--- src/rtl/dram_ld_unit_pkg.sv ---
// Shared definitions for the DRAM load unit: load-select encodings (funct3), FSM states, helpers.
package dram_ld_unit_pkg;

  localparam logic [2:0] DRAM_RD_B  = 3'b000;
  localparam logic [2:0] DRAM_RD_H  = 3'b001;
  localparam logic [2:0] DRAM_RD_W  = 3'b010;
  localparam logic [2:0] DRAM_RD_BU = 3'b100;
  localparam logic [2:0] DRAM_RD_HU = 3'b101;

  typedef enum logic [1:0] {
    IDLE = 2'd0,
    RD0  = 2'd1,
    RD1  = 2'd2,
    DONE = 2'd3
  } ld_state_e;

  function automatic logic sel_is_half(input logic [2:0] sel);
    return (sel == DRAM_RD_H) || (sel == DRAM_RD_HU);
  endfunction

  function automatic logic sel_is_illegal(input logic [2:0] sel);
    return (sel == 3'b011) || (sel == 3'b110) || (sel == 3'b111);
  endfunction

endpackage

--- src/rtl/dram_ld_unit_ext.sv ---
// Load data extractor: shifts {hi,lo} right by the byte offset, then sign/zero extends per select.
module dram_ld_ext
  import dram_ld_unit_pkg::*;
(
  input  logic [31:0] hi,
  input  logic [31:0] lo,
  input  logic [1:0]  off,
  input  logic [2:0]  sel,
  output logic [31:0] data
);

  logic [31:0] v;

  // hi supplies the upper bytes of a word-crossing access; it is zero for single reads
  assign v = 32'({hi, lo} >> {off, 3'b000});

  always_comb begin
    data = '0;
    case (sel)
      DRAM_RD_B:  data = {{24{v[7]}}, v[7:0]};
      DRAM_RD_BU: data = {24'd0, v[7:0]};
      DRAM_RD_H:  data = {{16{v[15]}}, v[15:0]};
      DRAM_RD_HU: data = {16'd0, v[15:0]};
      DRAM_RD_W:  data = v;
      default:    data = '0;
    endcase
  end

endmodule

--- src/rtl/dram_ld_unit.sv ---
// DRAM load unit: one load at a time, word-aligned reads with hold-until-valid handshake.
// Optional DRAM_LD_SPLIT_EN: word-crossing loads are served by two reads instead of erroring.
module dram_ld_unit
  import dram_ld_unit_pkg::*;
#(
  parameter int XLEN = 32
) (
  input  logic            clk_i,
  input  logic            rst_i,
  input  logic            ld_req_i,
  input  logic [2:0]      ld_sel_i,
  input  logic [XLEN-1:0] ld_addr_i,
  output logic            ld_ready_o,
  output logic            ld_valid_o,
  output logic [XLEN-1:0] ld_data_o,
  output logic            ld_err_o,
  output logic            dram_rd_en_o,
  output logic [XLEN-1:0] dram_rd_addr_o,
  input  logic            dram_rd_valid_i,
  input  logic [31:0]     dram_rd_data_i
);

  ld_state_e   state;
  logic [2:0]  sel_q;
  logic [1:0]  off_q;
  logic [31:0] lo_q;
  logic        cross_q;

  logic        req_bad;
  logic        req_cross;
  logic [31:0] ext_hi;
  logic [31:0] ext_lo;
  logic [31:0] ext_data;

  always_comb begin
    req_bad   = sel_is_illegal(ld_sel_i);
    req_cross = 1'b0;
`ifdef DRAM_LD_SPLIT_EN
    req_cross = (sel_is_half(ld_sel_i) && (ld_addr_i[1:0] == 2'd3)) ||
                ((ld_sel_i == DRAM_RD_W) && (ld_addr_i[1:0] != 2'd0));
`else
    if ((sel_is_half(ld_sel_i) && ld_addr_i[0]) ||
        ((ld_sel_i == DRAM_RD_W) && (ld_addr_i[1:0] != 2'd0)))
      req_bad = 1'b1;
`endif
  end

  // Result is extracted from the live read data so ld_valid_o can fire the cycle after it arrives
  always_comb begin
    ext_hi = '0;
    ext_lo = dram_rd_data_i;
    if (state == RD1) begin
      ext_hi = dram_rd_data_i;
      ext_lo = lo_q;
    end
  end

  dram_ld_ext u_ext (
    .hi   (ext_hi),
    .lo   (ext_lo),
    .off  (off_q),
    .sel  (sel_q),
    .data (ext_data)
  );

  assign ld_ready_o = (state == IDLE);

  always_ff @(posedge clk_i) begin
    if (rst_i) begin
      state          <= IDLE;
      sel_q          <= '0;
      off_q          <= '0;
      lo_q           <= '0;
      cross_q        <= 1'b0;
      ld_valid_o     <= 1'b0;
      ld_data_o      <= '0;
      ld_err_o       <= 1'b0;
      dram_rd_en_o   <= 1'b0;
      dram_rd_addr_o <= '0;
    end else begin
      ld_valid_o <= 1'b0;
      case (state)
        IDLE: begin
          if (ld_req_i) begin
            sel_q          <= ld_sel_i;
            off_q          <= ld_addr_i[1:0];
            cross_q        <= req_cross;
            dram_rd_addr_o <= {ld_addr_i[XLEN-1:2], 2'b00};
            if (req_bad) begin
              state      <= DONE;
              ld_valid_o <= 1'b1;
              ld_err_o   <= 1'b1;
              ld_data_o  <= '0;
            end else begin
              state        <= RD0;
              dram_rd_en_o <= 1'b1;
            end
          end
        end
        RD0: begin
          if (dram_rd_valid_i) begin
            lo_q <= dram_rd_data_i;
            if (cross_q) begin
              state          <= RD1;
              dram_rd_addr_o <= dram_rd_addr_o + XLEN'(4);
            end else begin
              state        <= DONE;
              dram_rd_en_o <= 1'b0;
              ld_valid_o   <= 1'b1;
              ld_err_o     <= 1'b0;
              ld_data_o    <= ext_data;
            end
          end
        end
        RD1: begin
          if (dram_rd_valid_i) begin
            state        <= DONE;
            dram_rd_en_o <= 1'b0;
            ld_valid_o   <= 1'b1;
            ld_err_o     <= 1'b0;
            ld_data_o    <= ext_data;
          end
        end
        DONE: state <= IDLE;
        default: state <= IDLE;
      endcase
    end
  end

endmodule

--- config.mk ---
export PLATFORM = sky130hd
export DESIGN_NAME = dram_ld_unit
export DESIGN_NICKNAME = d
export VERILOG_FILES = /design/src/rtl/dram_ld_unit_pkg.sv /design/src/rtl/dram_ld_unit_ext.sv /design/src/rtl/dram_ld_unit.sv
export SDC_FILE = /design/constraint.sdc
export NUM_CORES = 1
export LEC_CHECK = 0
export ABC_AREA = 1
export ABC_CLOCK_PERIOD_IN_PS = 3200
export CAP_MARGIN = 20
export CORE_UTILIZATION = 52
export DETAILED_ROUTE_END_ITERATION = 8
export PLACE_DENSITY = 0.82
export SLEW_MARGIN = 20
export SYNTH_ARGS = -nofsm -noshare
export SYNTH_HDL_FRONTEND = slang
export SYNTH_HIERARCHICAL = 1
export SYNTH_SLANG_ARGS = --single-unit
--- constraint.sdc ---
create_clock -name clk_i -period 3.2 [get_ports clk_i]
set_clock_uncertainty 0.2 [all_clocks]
set_input_delay 0.96 -clock clk_i [delete_from_list [all_inputs] [get_ports clk_i]]
set_output_delay 0.96 -clock clk_i [all_outputs]
set_load 0.03 [all_outputs]
==> flow_summary.ini, run 1 <==
[worst_setup_path]
cp.required_ps = 2040
worst-path-buf-inv = 2
cp_cell_sequence = inv_1 > ha_1 > clkdlybuf4s50_1
criticalPathCategory = reg -> out
crit_fanout = 5
crit_slowest_cell = clkdlybuf4s50_1
critPathMaxStageDelay_ps = 730
crit_arrival_ps = 1840
cp-end-kind = output pin
cp_num_cells = 3
critical-path-top-delay-family = buffers and inverters
cp-start-kind = register
worst_r2r_path_depth = 14

[place]
dpl-instance-area_sq_um = 7570
portBuffers = 136
dp_hpwl_um = 12000
place_congestion = 0.930

[sta]
fmax_mhz = 333
min_period_ps = 3000
worst_slew_pin_slew_ps = 637
finalCritPeriodShare = 0.938
setup_viol_count_final = 0
fin_hold_ws_ps = 283
drv_slew = 0
hold_violations = 0
max_slew_margin = 0.574
tns_ps = 0
rsz0062_at_grt = false

[clock_tree]
clk_pin_slew_worst_paths_ps = 80
cts.repair.resized = 0
cts_made_buffers = 9
clock_latency_ps = 360
postCtsSetupRepairBufs = 0
clk_path_buf_depth = 2
cts_hold_buf = 0
cts_tree = yes
cts_sinks = 104
root_buffer = clkbuf_16
htree_levels = 3

[outcome]
outcome = finished with violations
violations = DRC

[layout]
final_nets = 1196
area_delta_synth_final_pct = 26.3
finish.instance_area_sq_um = 7910
drive_above_1_share = 0.0703
fin_util = 0.684
antennaDiodeCount = 0
fillers = 1038

[detailed_routing]
wl_per_cell_um = 13.4
num_vias = 6627
first_pass_iters = 9
drt_iter0_drc = 524
met3_length_um = 1180
top_layer = met4
drt_wl_total_um = 16900
routed_via_density = 5.23
drc = 3
wl_met1_um = 7250
ant_nets = 0
dr_wl_met2_um = 7830

[pwr]
switching_share = 0.466
leakagePower_nw = 3.83
power_frac_seq = 0.258
p_int_mw = 4.05
p_clk_frac = 0.164
irDropWorstVdd_uv = 535
power_mw = 7.59
cellPowerDensity_nw_per_um2 = 959
switching_power_mw = 3.54
p_comb_frac = 0.578

[floorplan]
die_y_um = 112
floorplan.initialDensity = 0.541
num_rows = 39
pin_count = 139
die-area_sq_um = 12500
die_w_um = 112
core-area_sq_um = 11600

[global_routing]
grt_util_all_layers = 0.279
antenna_found_initial = 0
grt_pass1_vias = 5996
grt_max_degree = 50
grt_overflow = 0
grt_pass1_wl_um = 28200

[logic_synthesis]
syn_avg_cell_area_sq_um = 6.13
synthCells = 1021
ys_warn_count = 6
netlist_area_sq_um = 6260

[worst_hold_path]
min_path_cells = 2
min-delay-path-class = reg -> reg

[run]
max_cap_violations = 0
-- metal layers --
metal,track usage,vias to the layer above
met1,0.335,2975
met3,0.0648,52
li1,-,3374
met4,0.150,0
met2,0.463,226
met5,0,-
-- path summary, 6_finish.rpt --
check | endpoint | start | slack, ps
setup / recovery | ld_ready_o | state[1]$_SDFFE_PP0P_ | 200
setup reg to reg | ld_data_o[3]$_SDFFE_PP0P_ | state[0]$_SDFFE_PP0P_ | 580
hold reg to reg | dram_rd_addr_o[17]$_SDFFE_PP0P_ | dram_rd_addr_o[17]$_SDFFE_PP0P_ | 280
hold / removal | dram_rd_addr_o[17]$_SDFFE_PP0P_ | dram_rd_addr_o[17]$_SDFFE_PP0P_ | 280
-- registers in the layout, indices dropped and copies added, names as in the netlist --
signal          count
dram_rd_addr_o     30
off_q               2
sel_q               3
ld_err_o            1
ld_valid_o          1
state               2
dram_rd_en_o        1
lo_q               32
ld_data_o          32
-- through the flow --
| step | worst slack (ps) | std cells |
|---|---|---|
| 2_1_floorplan | 822 | 1022 |
| 4_1_cts | 177 | 1267 |
| 6_report | 197 | 1267 |
| 5_1_grt | 100 | 1267 |
| 3_3_place_gp | 235 | 1251 |
| 3_5_place_dp | 174 | 1251 |
-- cells in the final DEF, fill, tap and decap left out, drive strengths merged --
cell type and n:
a211oi 1, a21oi 45, buf 22, bufinv 2
clkbuf 10, clkdlybuf4s50 136, clkinv 2, clkinvlp 1
conb 2, dfxtp 104, ha 6, inv 84
nand2 339, nand3 108, nor2 175, nor3 1
o211ai 7, o21ai 72, or2 7
-- area by class of cell --
type	count	area (sq um)	area share
clock inverters	6	101	0.0128
multi-input cells	763	3430	0.434
well taps	143	179	0.0226
inverters	83	312	0.0394
clock buffers	10	239	0.0302
repair buffers	158	1560	0.198
flip-flops and latches	104	2080	0.263
-- worst reg2reg max path, stage by stage, from the launching register on --
cell	delay, ps
dfxtp_1	410
inv_1	100
ha_2	200
inv_1	350
buf_4	310
nand2_1	70
nand2_1	110
inv_1	50
nand2_1	80
nand3_1	80
a21oi_1	300
nand2_1	90
nand3_1	90
nand2_1	50
nor2_1	80
-- power by group through the flow --
stage	logic [mW]	clock network [mW]	registers (mW)
5_1_grt	4.83	1.32	2.01
2_1_floorplan	2.58	0	2.57
3_3_place_gp	4.29	0	1.98
3_5_place_dp	4.33	0	1.99
6_report	4.38	1.25	1.96
4_1_cts	4.36	1.26	1.96
No activity file was read; power rests on OpenSTA's default activity.
==> inputs of run 2 (changes only) <==
--- a/config.mk
+++ b/config.mk
@@ -5,12 +5,12 @@
 export SDC_FILE = /design/constraint.sdc
 export NUM_CORES = 1
 export LEC_CHECK = 0
-export ABC_AREA = 1
 export ABC_CLOCK_PERIOD_IN_PS = 3200
 export CAP_MARGIN = 20
-export CORE_UTILIZATION = 52
+export CORE_UTILIZATION = 50
 export DETAILED_ROUTE_END_ITERATION = 8
-export PLACE_DENSITY = 0.82
+export PLACE_DENSITY = 0.8
+export SKIP_LAST_GASP = 1
 export SLEW_MARGIN = 20
 export SYNTH_ARGS = -nofsm -noshare
 export SYNTH_HDL_FRONTEND = slang
==> flow_summary.ini, run 2 <==
[outcome]
outcome = completed

[clock_tree]
postCtsSetupRepairBufs = 0
root_buffer = clkbuf_16
cts_hold_buf = 0
cts_tree = yes
clk_pin_slew_worst_paths_ps = 70
clock_latency_ps = 350
cts_made_buffers = 9
htree_levels = 3
cts.repair.resized = 0
cts_sinks = 104
clk_path_buf_depth = 2

[sta]
tns_ps = 0
min_period_ps = 2900
hold_violations = 0
setup_viol_count_final = 0
worst_slew_pin_slew_ps = 902
fmax_mhz = 344
drv_slew = 0
rsz0062_at_grt = false
finalCritPeriodShare = 0.907
max_slew_margin = 0.399
fin_ws_ps = 297

[pwr]
leakagePower_nw = 2.56
cellPowerDensity_nw_per_um2 = 797
p_clk_frac = 0.209
p_int_mw = 3.55
power_mw = 5.94
switching_share = 0.403
p_comb_frac = 0.503
irDropWorstVdd_uv = 567
power_frac_seq = 0.288
switching_power_mw = 2.39

[floorplan]
die_y_um = 110
core-area_sq_um = 11000
pin_count = 139
num_rows = 38
die-area_sq_um = 12000
floorplan.initialDensity = 0.524
die_w_um = 110

[detailed_routing]
num_vias = 5345
drt_wl_total_um = 15400
first_pass_iters = 5
drc = 0
ant_nets = 0
drt_iter0_drc = 401
wl_per_cell_um = 16.9
routed_via_density = 5.86

[logic_synthesis]
synthCells = 668
ys_warn_count = 6
syn_avg_cell_area_sq_um = 8.66
netlist_area_sq_um = 5780

[place]
place_congestion = 0.905
pre_cts_ws_ps = 50.5
dp_hpwl_um = 11000
portBuffers = 136

[global_routing]
grt_pass1_vias = 4891
grt_max_degree = 37
antenna_found_initial = 0
grt_overflow = 0
grt_pass1_wl_um = 24000
grt_util_all_layers = 0.257

[worst_setup_path]
cp.required_ps = 3220
crit_fanout = 31
critPathMaxStageDelay_ps = 530
cp-end-kind = register
crit_slowest_cell = ha_2
crit_arrival_ps = 2930
cp-start-kind = register
criticalPathCategory = reg -> reg
worst-path-buf-inv = 2
critical-path-top-delay-family = multiplexers
cp_cell_sequence = inv_1 > ha_2 > buf_12 > mux2_2 > mux4_2 > nand2_1 > a31oi_1 > nand4_1 > a21oi_1

[layout]
final_cell_mix = 149 x nand2_1, 135 x clkdlybuf4s50_1, 104 x a21oi_1
final_nets = 844
fin_util = 0.676
final_common_cell = nand2_1
reg_top3 = ld_data_o (32), lo_q (32), dram_rd_addr_o (30)
antennaDiodeCount = 0
area_delta_synth_final_pct = 28.9
drive_above_1_share = 0.145

[run]
max_cap_violations = 0

[worst_hold_path]
min-delay-path-class = reg -> reg
[run 2: cell types whose count changed in the layout (fill, tap and decap cells not counted), moves of 28 or more]
cell / previous run / this run
nand2_1: 331 / 149
nor2_1: 174 / 5
nand3_1: 88 / 6
inv_1: 77 / 14
a21oi_1: 45 / 104
mux2_2: 0 / 35
nand4_1: 0 / 32
mux4_2: 0 / 28
[run 2: through the flow]
step	std cells	instance area (sq um)	hold slack, ps
after CTS	912	7460	257
after global routing	912	7460	273
final	912	7460	255
after floorplan	669	5790	233
after detailed placement	896	7120	247
after global placement	896	7120	238
[run 2: power by group through the flow]
stage                     Sequential, mW  Combinational [mW]  Clock (mW)
final                               1.71                2.99        1.24
after global routing                1.74                3.23        1.30
after CTS                           1.71                2.97        1.25
after detailed placement            1.74                2.95           0
after global placement              1.72                2.87           0
after floorplan                     2.03                1.82           0
[run 2: per-layer routing]
metal / vias up / GRT usage / routed length, um
li1: 2556 / - / -
met1: 2566 / 0.335 / 6410
met3: 34 / 0.0569 / 976
met5: - / 0 / 0
met2: 189 / 0.419 / 7650
met4: 0 / 0.0943 / 357
[run 2: area by class of cell]
class	instances	area [sq um]
Clock buffer	11	253
Clock inverter	5	87.6
Tap cell	140	175
Inverter	14	52.6
Fill cell	877	3570
Multi-Input combinational cell	484	3280
Sequential cell	104	2080
Timing Repair Buffer	154	1530
[run 2: path summary, 6_finish.rpt]
check                   startpoint                         end  slack (ps)  depth (start not counted)
min reg2reg  lo_q[29]$_SDFFE_PP0P_       lo_q[29]$_SDFFE_PP0P_         250                          2
max          state[0]$_SDFFE_PP0P_  ld_data_o[21]$_SDFFE_PP0P_         300                          9
max reg2reg  state[0]$_SDFFE_PP0P_  ld_data_o[21]$_SDFFE_PP0P_         300                          9
min          lo_q[29]$_SDFFE_PP0P_       lo_q[29]$_SDFFE_PP0P_         250                          2
[run 2: worst reg2reg max path, stage by stage (launching register included)]
cell     delay (ps)
dfxtp_1         360
inv_1           130
ha_2            530
buf_12          260
mux2_2          390
mux4_2          500
nand2_1         120
a31oi_1         110
nand4_1         110
a21oi_1          70
==> inputs of run 3 (changes only) <==
--- a/config.mk
+++ b/config.mk
@@ -9,6 +9,7 @@
 export CAP_MARGIN = 20
 export CORE_UTILIZATION = 50
 export DETAILED_ROUTE_END_ITERATION = 8
+export HOLD_SLACK_MARGIN = 0.06
 export PLACE_DENSITY = 0.8
 export SKIP_LAST_GASP = 1
 export SLEW_MARGIN = 20
==> results of run 3 <==
Same layout as run 2: the final DEF is identical, and so are final timing and power.
